**src/rtl/chess_pkg.sv**
```systemverilog
// Shared chess definitions: piece codes, checker indices, verdict causes and dispatcher states.
// Imported by board_validator, game_play and the move dispatcher.
package chess_pkg;

  localparam logic [3:0] WKing   = 4'd0;
  localparam logic [3:0] WQueen  = 4'd1;
  localparam logic [3:0] WBishop = 4'd2;
  localparam logic [3:0] WKnight = 4'd3;
  localparam logic [3:0] WRook   = 4'd4;
  localparam logic [3:0] WPawn   = 4'd5;
  localparam logic [3:0] BKing   = 4'd6;
  localparam logic [3:0] BQueen  = 4'd7;
  localparam logic [3:0] BBishop = 4'd8;
  localparam logic [3:0] BKnight = 4'd9;
  localparam logic [3:0] BRook   = 4'd10;
  localparam logic [3:0] BPawn   = 4'd11;
  localparam logic [3:0] Empty   = 4'd15;

  typedef enum logic [2:0] {
    IdxKing   = 3'd0,
    IdxQueen  = 3'd1,
    IdxBishop = 3'd2,
    IdxKnight = 3'd3,
    IdxRook   = 3'd4,
    IdxPawn   = 3'd5
  } piece_idx_e;

  typedef enum logic [2:0] {
    RejNone       = 3'd0,
    RejNullMove   = 3'd1,
    RejEmptySrc   = 3'd2,
    RejBadCode    = 3'd3,
    RejWrongSide  = 3'd4,
    RejOwnCapture = 3'd5,
    RejGeometry   = 3'd6,
    RejTimeout    = 3'd7
  } reject_e;

  typedef enum logic [2:0] {
    StIdle,
    StDecode,
    StPrecheck,
    StStart,
    StWait,
    StResult
  } disp_state_e;

  function automatic logic is_black(input logic [3:0] code);
    return (code >= BKing) && (code <= BPawn);
  endfunction

  // Only meaningful for codes 0..11; anything else maps to the king slot.
  function automatic piece_idx_e piece_idx(input logic [3:0] code);
    logic [3:0] m;
    m = (code >= BKing) ? (code - BKing) : code;
    return (code <= BPawn) ? piece_idx_e'(m[2:0]) : IdxKing;
  endfunction

endpackage

```
**src/rtl/move_dispatcher_if.sv**
```systemverilog
// Request/verdict and checker handshake bundle of the move dispatcher.
// master = game_play plus the per-piece checkers, slave = dispatcher.
interface move_dispatcher_if;

  logic       req_valid;
  logic [2:0] old_x;
  logic [2:0] old_y;
  logic [2:0] new_x;
  logic [2:0] new_y;
  logic       turn_black;
  logic [3:0] board_in [8][8];
  logic       req_ready;
  logic [2:0] h_delta;
  logic [2:0] v_delta;
  logic [3:0] piece_type;
  logic [5:0] chk_rst_n;
  logic [5:0] chk_done;
  logic [5:0] chk_valid;
  logic       done;
  logic       move_valid;
  logic [2:0] reject_code;

  modport master (
    output req_valid, old_x, old_y, new_x, new_y, turn_black, board_in, chk_done, chk_valid,
    input  req_ready, h_delta, v_delta, piece_type, chk_rst_n, done, move_valid, reject_code
  );

  modport slave (
    input  req_valid, old_x, old_y, new_x, new_y, turn_black, board_in, chk_done, chk_valid,
    output req_ready, h_delta, v_delta, piece_type, chk_rst_n, done, move_valid, reject_code
  );

endinterface

```
**src/rtl/move_decode.sv**
```systemverilog
// Combinational move decode: unsigned square deltas plus colour/class of source and destination.
module move_decode
  import chess_pkg::*;
(
  input  logic [2:0]  old_x_i,
  input  logic [2:0]  old_y_i,
  input  logic [2:0]  new_x_i,
  input  logic [2:0]  new_y_i,
  input  logic [3:0]  src_code_i,
  input  logic [3:0]  dst_code_i,
  output logic [2:0]  h_delta_o,
  output logic [2:0]  v_delta_o,
  output logic        src_black_o,
  output logic        dst_black_o,
  output logic        src_empty_o,
  output logic        src_bad_o,
  output logic        dst_piece_o,
  output piece_idx_e  src_idx_o
);

  function automatic logic [2:0] abs_diff(input logic [2:0] a, input logic [2:0] b);
    logic signed [3:0] d;
    logic signed [3:0] n;
    d = $signed({1'b0, b}) - $signed({1'b0, a});
    n = -d;
    return d[3] ? n[2:0] : d[2:0];
  endfunction

  always_comb begin
    h_delta_o   = abs_diff(old_x_i, new_x_i);
    v_delta_o   = abs_diff(old_y_i, new_y_i);
    src_black_o = is_black(src_code_i);
    dst_black_o = is_black(dst_code_i);
    src_empty_o = (src_code_i == Empty);
    src_bad_o   = (src_code_i > BPawn) && (src_code_i != Empty);
    dst_piece_o = (dst_code_i <= BPawn);
    src_idx_o   = piece_idx(src_code_i);
  end

endmodule

```
**src/rtl/move_dispatcher.sv**
```systemverilog
// Move dispatcher: decodes one move request, runs the side/occupancy prechecks, restarts the
// matching per-piece checker and returns one registered verdict per request.
module move_dispatcher
  import chess_pkg::*;
#(
  parameter int unsigned TIMEOUT_CYC = 32
) (
  input  logic             clk,
  input  logic             reset,
  move_dispatcher_if.slave bus
);

  localparam int unsigned      TimerW    = $clog2(TIMEOUT_CYC);
  localparam logic [TimerW-1:0] TimerLast = TimerW'(TIMEOUT_CYC - 1);

  disp_state_e state_q, state_d;

  logic [2:0]        old_x_q, old_y_q, new_x_q, new_y_q;
  logic              turn_q;
  logic [3:0]        piece_type_q, dst_code_q;
  logic [2:0]        h_q, v_q;
  logic [TimerW-1:0] timer_q;
  logic              move_valid_q, move_valid_d;
  reject_e           reject_q, reject_d, pre_reject;
  logic              verdict_load;

  logic [3:0] src_code, dst_code;
  logic [2:0] h_dec, v_dec;
  logic       src_black, dst_black, src_empty, src_bad, dst_piece;
  piece_idx_e src_idx;
  logic       sel_done, sel_valid;

  logic       req_ready, done;
  logic [5:0] chk_rst_n;

  assign src_code = bus.board_in[old_y_q][old_x_q];
  assign dst_code = bus.board_in[new_y_q][new_x_q];

  // Deltas come from the latched squares; colour/index from the codes registered in DECODE.
  move_decode u_decode (
    .old_x_i     (old_x_q),
    .old_y_i     (old_y_q),
    .new_x_i     (new_x_q),
    .new_y_i     (new_y_q),
    .src_code_i  (piece_type_q),
    .dst_code_i  (dst_code_q),
    .h_delta_o   (h_dec),
    .v_delta_o   (v_dec),
    .src_black_o (src_black),
    .dst_black_o (dst_black),
    .src_empty_o (src_empty),
    .src_bad_o   (src_bad),
    .dst_piece_o (dst_piece),
    .src_idx_o   (src_idx)
  );

  assign sel_done  = bus.chk_done[src_idx];
  assign sel_valid = bus.chk_valid[src_idx];

  always_comb begin
    pre_reject = RejNone;
    if (h_q == 3'd0 && v_q == 3'd0) begin
      pre_reject = RejNullMove;
    end else if (src_empty) begin
      pre_reject = RejEmptySrc;
    end else if (src_bad) begin
      pre_reject = RejBadCode;
    end else if (src_black != turn_q) begin
      pre_reject = RejWrongSide;
    end else if (dst_piece && (dst_black == src_black)) begin
      pre_reject = RejOwnCapture;
    end
  end

  always_ff @(posedge clk) begin
    if (reset) begin
      state_q <= StIdle;
    end else begin
      state_q <= state_d;
    end
  end

  always_comb begin
    state_d      = state_q;
    verdict_load = 1'b0;
    move_valid_d = 1'b0;
    reject_d     = RejNone;
    unique case (state_q)
      StIdle: begin
        if (bus.req_valid) state_d = StDecode;
      end
      StDecode: state_d = StPrecheck;
      StPrecheck: begin
        if (pre_reject != RejNone) begin
          verdict_load = 1'b1;
          reject_d     = pre_reject;
          state_d      = StResult;
        end else begin
          state_d = StStart;
        end
      end
      StStart: state_d = StWait;
      StWait: begin
        // timer_q == 0 marks the first WAIT cycle, where a done can only be stale.
        if ((timer_q != '0) && sel_done) begin
          verdict_load = 1'b1;
          move_valid_d = sel_valid;
          reject_d     = sel_valid ? RejNone : RejGeometry;
          state_d      = StResult;
        end else if (timer_q == TimerLast) begin
          verdict_load = 1'b1;
          reject_d     = RejTimeout;
          state_d      = StResult;
        end
      end
      StResult: state_d = StIdle;
      default:  state_d = StIdle;
    endcase
  end

  always_comb begin
    req_ready = (state_q == StIdle);
    done      = (state_q == StResult);
    chk_rst_n = 6'h3F;
    if (state_q == StStart) chk_rst_n[src_idx] = 1'b0;
  end

  always_ff @(posedge clk) begin
    if (reset) begin
      old_x_q      <= '0;
      old_y_q      <= '0;
      new_x_q      <= '0;
      new_y_q      <= '0;
      turn_q       <= 1'b0;
      piece_type_q <= '0;
      dst_code_q   <= '0;
      h_q          <= '0;
      v_q          <= '0;
      timer_q      <= '0;
      move_valid_q <= 1'b0;
      reject_q     <= RejNone;
    end else begin
      if (state_q == StIdle && bus.req_valid) begin
        old_x_q <= bus.old_x;
        old_y_q <= bus.old_y;
        new_x_q <= bus.new_x;
        new_y_q <= bus.new_y;
        turn_q  <= bus.turn_black;
      end
      if (state_q == StDecode) begin
        piece_type_q <= src_code;
        dst_code_q   <= dst_code;
        h_q          <= h_dec;
        v_q          <= v_dec;
      end
      if (state_q == StStart) begin
        timer_q <= '0;
      end else if (state_q == StWait) begin
        timer_q <= timer_q + 1'b1;
      end
      if (verdict_load) begin
        move_valid_q <= move_valid_d;
        reject_q     <= reject_d;
      end
    end
  end

  assign bus.req_ready   = req_ready;
  assign bus.done        = done;
  assign bus.chk_rst_n   = chk_rst_n;
  assign bus.h_delta     = h_q;
  assign bus.v_delta     = v_q;
  assign bus.piece_type  = piece_type_q;
  assign bus.move_valid  = move_valid_q;
  assign bus.reject_code = reject_q;

endmodule

```
**src/flat_wrapper.sv**
```systemverilog
// flat-port wrapper written by rule: the top's interface ports become plain ports
module move_dispatcher_flat import chess_pkg::*;
#(
  parameter int unsigned TIMEOUT_CYC = 32
)
  (clk, reset, bus_req_valid, bus_old_x, bus_old_y, bus_new_x, bus_new_y, bus_turn_black, bus_board_in, bus_chk_done, bus_chk_valid, bus_req_ready, bus_h_delta, bus_v_delta, bus_piece_type, bus_chk_rst_n, bus_done, bus_move_valid, bus_reject_code);
  move_dispatcher_if bus_i ();
  input  logic clk;
  input  logic reset;
  input wire logic [$bits(bus_i.req_valid)-1:0] bus_req_valid;
  input wire logic [$bits(bus_i.old_x)-1:0] bus_old_x;
  input wire logic [$bits(bus_i.old_y)-1:0] bus_old_y;
  input wire logic [$bits(bus_i.new_x)-1:0] bus_new_x;
  input wire logic [$bits(bus_i.new_y)-1:0] bus_new_y;
  input wire logic [$bits(bus_i.turn_black)-1:0] bus_turn_black;
  input wire logic [$bits(bus_i.board_in)-1:0] bus_board_in;
  input wire logic [$bits(bus_i.chk_done)-1:0] bus_chk_done;
  input wire logic [$bits(bus_i.chk_valid)-1:0] bus_chk_valid;
  output wire logic [$bits(bus_i.req_ready)-1:0] bus_req_ready;
  output wire logic [$bits(bus_i.h_delta)-1:0] bus_h_delta;
  output wire logic [$bits(bus_i.v_delta)-1:0] bus_v_delta;
  output wire logic [$bits(bus_i.piece_type)-1:0] bus_piece_type;
  output wire logic [$bits(bus_i.chk_rst_n)-1:0] bus_chk_rst_n;
  output wire logic [$bits(bus_i.done)-1:0] bus_done;
  output wire logic [$bits(bus_i.move_valid)-1:0] bus_move_valid;
  output wire logic [$bits(bus_i.reject_code)-1:0] bus_reject_code;
  assign bus_i.req_valid = bus_req_valid;
  assign bus_i.old_x = bus_old_x;
  assign bus_i.old_y = bus_old_y;
  assign bus_i.new_x = bus_new_x;
  assign bus_i.new_y = bus_new_y;
  assign bus_i.turn_black = bus_turn_black;
  assign bus_i.board_in = {>>{bus_board_in}};
  assign bus_i.chk_done = bus_chk_done;
  assign bus_i.chk_valid = bus_chk_valid;
  assign bus_req_ready = bus_i.req_ready;
  assign bus_h_delta = bus_i.h_delta;
  assign bus_v_delta = bus_i.v_delta;
  assign bus_piece_type = bus_i.piece_type;
  assign bus_chk_rst_n = bus_i.chk_rst_n;
  assign bus_done = bus_i.done;
  assign bus_move_valid = bus_i.move_valid;
  assign bus_reject_code = bus_i.reject_code;
  move_dispatcher #(.TIMEOUT_CYC(TIMEOUT_CYC)) u_core (.clk(clk), .reset(reset), .bus(bus_i));
endmodule
```
**config.mk**
```make
export PLATFORM = sky130hd
export DESIGN_NAME = move_dispatcher_flat
export DESIGN_NICKNAME = d
export VERILOG_FILES = /design/src/rtl/chess_pkg.sv /design/src/rtl/move_dispatcher_if.sv /design/src/rtl/move_decode.sv /design/src/rtl/move_dispatcher.sv /design/src/flat_wrapper.sv
export SDC_FILE = /design/constraint.sdc
export NUM_CORES = 1
export LEC_CHECK = 0
export BUFFER_PORTS_ARGS = -buffer_cell sky130_fd_sc_hd__buf_2
export CAP_MARGIN = 25
export CORE_AREA = 4 4 117 119
export DETAILED_ROUTE_END_ITERATION = 12
export DIE_AREA = 0 0 121 123
export PLACE_DENSITY = 0.95
export SYNTH_ARGS = -nofsm -noshare
export SYNTH_HDL_FRONTEND = slang
export SYNTH_SLANG_ARGS = --single-unit
```
**constraint.sdc**
```tcl
create_clock -name clk -period 6.15 [get_ports clk]
set_input_delay 0 -clock clk [delete_from_list [all_inputs] [get_ports clk]]
set_output_delay 0 -clock clk [all_outputs]
set_load 0.01 [all_outputs]
```
==> flow_metrics.env <==
export IMPL_num_vias=7417
export IMPL_p_switching_uw=457.1
export IMPL_final_cell_mix="buf_2, mux2i_1, nand2_1, a21oi_1, mux4_2"
export IMPL_final_common_cell="buf_2"
export IMPL_worst_path_max_delay_cell="dfxtp_4"
export IMPL_reg2reg_depth=7
export IMPL_clock_skew_ps=4.963
export IMPL_max_vdd_ir_drop_mv=0.1143
export IMPL_cp_max_fo=50
export IMPL_hpwl_um=20480
export IMPL_overflow=0
export IMPL_cts_tree="built"
export IMPL_endpoint_kind="flip-flop"
export IMPL_synthArstFlopShare=0
export IMPL_post_cts_setup_buffers=0
export IMPL_crit_chain="buf_4, mux4_2, nor2b_1, a21oi_1, nand3_1, nor4_1, a211oi_1"
export IMPL_power_density_nw_per_um2=149.5
export IMPL_critPathTopFamily="flip-flops"
export IMPL_area_growth_pct=28.79
export IMPL_cp_start_kind="flip-flop"
export IMPL_cp_arrival_ps=3070
export IMPL_synth_warnings=0
export IMPL_rows=41
export IMPL_hold_start="bus_old_x[0]"
export IMPL_wl_um=25320
export IMPL_r2r_start="u_core.old_y_q[1]"
export IMPL_num_fill_cells=1079
export IMPL_grt_pass1_wl_um=37220
export IMPL_first_global_vias=7181
export IMPL_p_leak_uw=0.003229
export IMPL_cp_required_ps=6300
export IMPL_timing_final_ws_setup_ps=3237
export IMPL_pwr_share_clk=0.225
export IMPL_setup_tns_ps=0
export IMPL_r2r_slack_ps=3240
export IMPL_synth_edf_count=0
export IMPL_critPathMaxStageDelay_ps=860
export IMPL_die_h_um=123
export IMPL_finalHoldViolCount=0
export IMPL_nNetsFinal=1279
export IMPL_finalSetupViolCount=0
export IMPL_pre_cts_ws_ps=3300
export IMPL_worst_pin_slew_ps=979.1
export IMPL_yosysSeqAreaShare=0.1246
export IMPL_vias_per_cell=6.399
export IMPL_cts_buffer_depth=2
export IMPL_synth_adder_area_share=0.02910
export IMPL_critical_path_class="reg -> reg"
export IMPL_grt_max_degree=51
export IMPL_cts_max_level=2
export IMPL_synth_simple_area_share=0.1865
export IMPL_fp_dieW_um=121
export IMPL_dpl_cell_count=1136
export IMPL_final_cells=1159
export IMPL_synth_nets=1019
export IMPL_worstSkewPairLatency_ps=280
export IMPL_dieArea_sq_um=14880
export IMPL_syn_inst=722
export IMPL_cap_viol_max_count=0
export IMPL_drt_pass1_iter_count=6
export IMPL_drv_slew=0
export IMPL_p_int_uw=718.9
export IMPL_numPortBuffers=305
export IMPL_finalCritPeriodShare=0.4737
export IMPL_finalCriticalPeriod_ps=2913
export IMPL_clkTransAtPathRegs_ps=60
export IMPL_synth_top_family_by_area="multiplexers"
export IMPL_synth_compound_area_frac=0.1672
export IMPL_drtIter0Drc=967
export IMPL_power_frac_seq=0.277
export IMPL_slew_headroom=0.3464
export IMPL_crit_start="u_core.old_y_q[1]"
export IMPL_syn_cell_area_sq_um=6106
export IMPL_cts_root_buffer="clkbuf_16"
export IMPL_drc=0
export IMPL_core_area_sq_um=12570
export IMPL_swShare=0.3887
export IMPL_r2r_end="u_core.bus.piece_type[1]"
export IMPL_grt_antenna_before_repair=4
export IMPL_muxShareOfSynthArea=0.4230
export IMPL_status="completed"
export IMPL_cp_num_buf_inv=1
export IMPL_hold_path_class="in -> reg"
export IMPL_grt_usage=0.3197
export IMPL_ant_nets=0
export IMPL_wl_per_cell_um=21.85
export IMPL_clock_fmax_mhz=343.2
export IMPL_cts_buffers=5
export IMPL_ys_types=56
export IMPL_min_to="u_core.old_x_q[0]"
export IMPL_syn_avg_cell_area_sq_um=8.457
export IMPL_cts_sinks=38
export IMPL_combPwrFrac=0.497
export IMPL_drive_above_1_share=0.3947
export IMPL_rsz0062_at_grt="no"
export IMPL_gp_congestion=0.9451
export IMPL_synth_seq_cells=38
export IMPL_synth_ff_type="dfxtp_1"
export IMPL_start_util=0.4858
export IMPL_worstHoldPathCells=3
export IMPL_ioPinCount=306
export IMPL_synth_xor_area_frac=0.008607
==> power by group through the flow <==
stage	logic (uW)	clock network, uW	registers [uW]
after CTS	573	265	325
after global routing	629	274	331
after global placement	546	0	328
final	585	265	326
after floorplan	397	0	288
after detailed placement	564	0	330
==> worst max-delay path by stage <==
stage | end | slack [ps] | cells after the start
global route | u_core.bus.piece_type[1] | 3120 | 7
finish | u_core.bus.piece_type[1] | 3240 | 7
global placement | u_core.bus.piece_type[1] | 3440 | 7
detailed placement | u_core.bus.piece_type[1] | 3300 | 7
CTS | u_core.bus.piece_type[1] | 3290 | 7
floorplan | u_core.bus.v_delta[2] | 3810 | 11
==> through the flow <==
stage	total power (uW)	cell area, sq um	utilization	hold slack (ps)
3_3_place_gp	874.1	7594	0.6042	242.5
4_1_cts	1163	7844	0.6241	0.9928
3_5_place_dp	894.0	7594	0.6042	249.9
2_1_floorplan	684.4	6106	-	136.0
5_1_grt	1234	7861	0.6255	25.18
6_report	1176	7864	0.6257	2.645
==> registers in the layout, summed over array words and instances, names as in the netlist <==
signal,flops
u_core.state_q,3
u_core.bus.move_valid,1
u_core.bus.piece_type,4
u_core.bus.reject_code,3
u_core.bus.v_delta,3
u_core.turn_q,1
u_core.bus.h_delta,3
u_core.timer_q,5
u_core.old_x_q,3
u_core.new_x_q,3
u_core.dst_code_q,3
u_core.new_y_q,3
u_core.old_y_q,3
==> logic make-up (layout without fill, tap and decap cells) <==
group,count (synthesis),after routing
compound gates,160,160
xor+xnor,6,6
fa+ha+maj,13,13
buf+inv,87,348
flops,38,38
mux,186,186
other cells,0,4
simple gates,232,232
==> synth_stat cells, types with 2 or more instances <==
master | instances | area share
nor4_1 | 15 | 0.015
a221oi_1 | 2 | 0.0029
and2b_1 | 2 | 0.0025
clkbuf_1 | 27 | 0.017
mux2_2 | 2 | 0.0037
o21ai_1 | 11 | 0.0090
buf_2 | 30 | 0.025
mux2_1 | 6 | 0.011
nand3b_1 | 3 | 0.0037
mux2i_1 | 120 | 0.20
o22a_1 | 2 | 0.0029
o21ai_0 | 6 | 0.0049
and3_1 | 6 | 0.0061
buf_4 | 2 | 0.0025
nor3_1 | 9 | 0.0074
mux2_4 | 2 | 0.0049
and2_1 | 3 | 0.0031
xnor2_1 | 6 | 0.0086
a21oi_1 | 58 | 0.048
o21bai_1 | 3 | 0.0037
o21a_1 | 3 | 0.0037
nand3_1 | 31 | 0.025
a31oi_1 | 15 | 0.015
nand2b_1 | 12 | 0.012
nand4_1 | 3 | 0.0031
a211oi_1 | 17 | 0.021
nor2_1 | 34 | 0.021
a221o_1 | 2 | 0.0033
nor3b_1 | 2 | 0.0025
fa_1 | 2 | 0.0066
inv_1 | 17 | 0.010
a2111oi_0 | 3 | 0.0043
a22oi_1 | 29 | 0.036
mux4_2 | 56 | 0.21
dfxtp_1 | 38 | 0.12
nand2_1 | 82 | 0.050
nor2b_1 | 24 | 0.025
a311oi_1 | 2 | 0.0029
buf_1 | 8 | 0.0049
ha_1 | 11 | 0.023
==> worst min-delay path, stage by stage <==
cell and delay [ps]:
buf_2 110, nand2_1 60, a21oi_1 70
==> repair_timing <==
item,4_1_cts,5_1_grt
hold buffers,10,1
resized for setup,0,0
hold endpoints to repair,10,1
==> layout make-up <==
class / instances / area (sq um) / share of cell area
antenna: 4 / 10.01 / 0.001273
clock buffer: 6 / 138.9 / 0.01766
clock inverter: 2 / 11.26 / 0.001432
inverter: 19 / 71.32 / 0.009069
multi-input combinational: 597 / 4972 / 0.6323
sequential: 38 / 770.7 / 0.09801
tap: 172 / 215.2 / 0.02737
timing repair buffer: 321 / 1674 / 0.2129
==> layer usage <==
layer / vias to the layer above / GRT usage / part of all wire
met3: 91 / 0.04986 / 0.11
met5: - / 0 / 0
li1: 3288 / - / -
met2: 570 / 0.5700 / 0.50
met1: 3468 / 0.3887 / 0.35
met4: 0 / 0.1232 / 0.041
No activity file was read; power rests on OpenSTA's default activity.
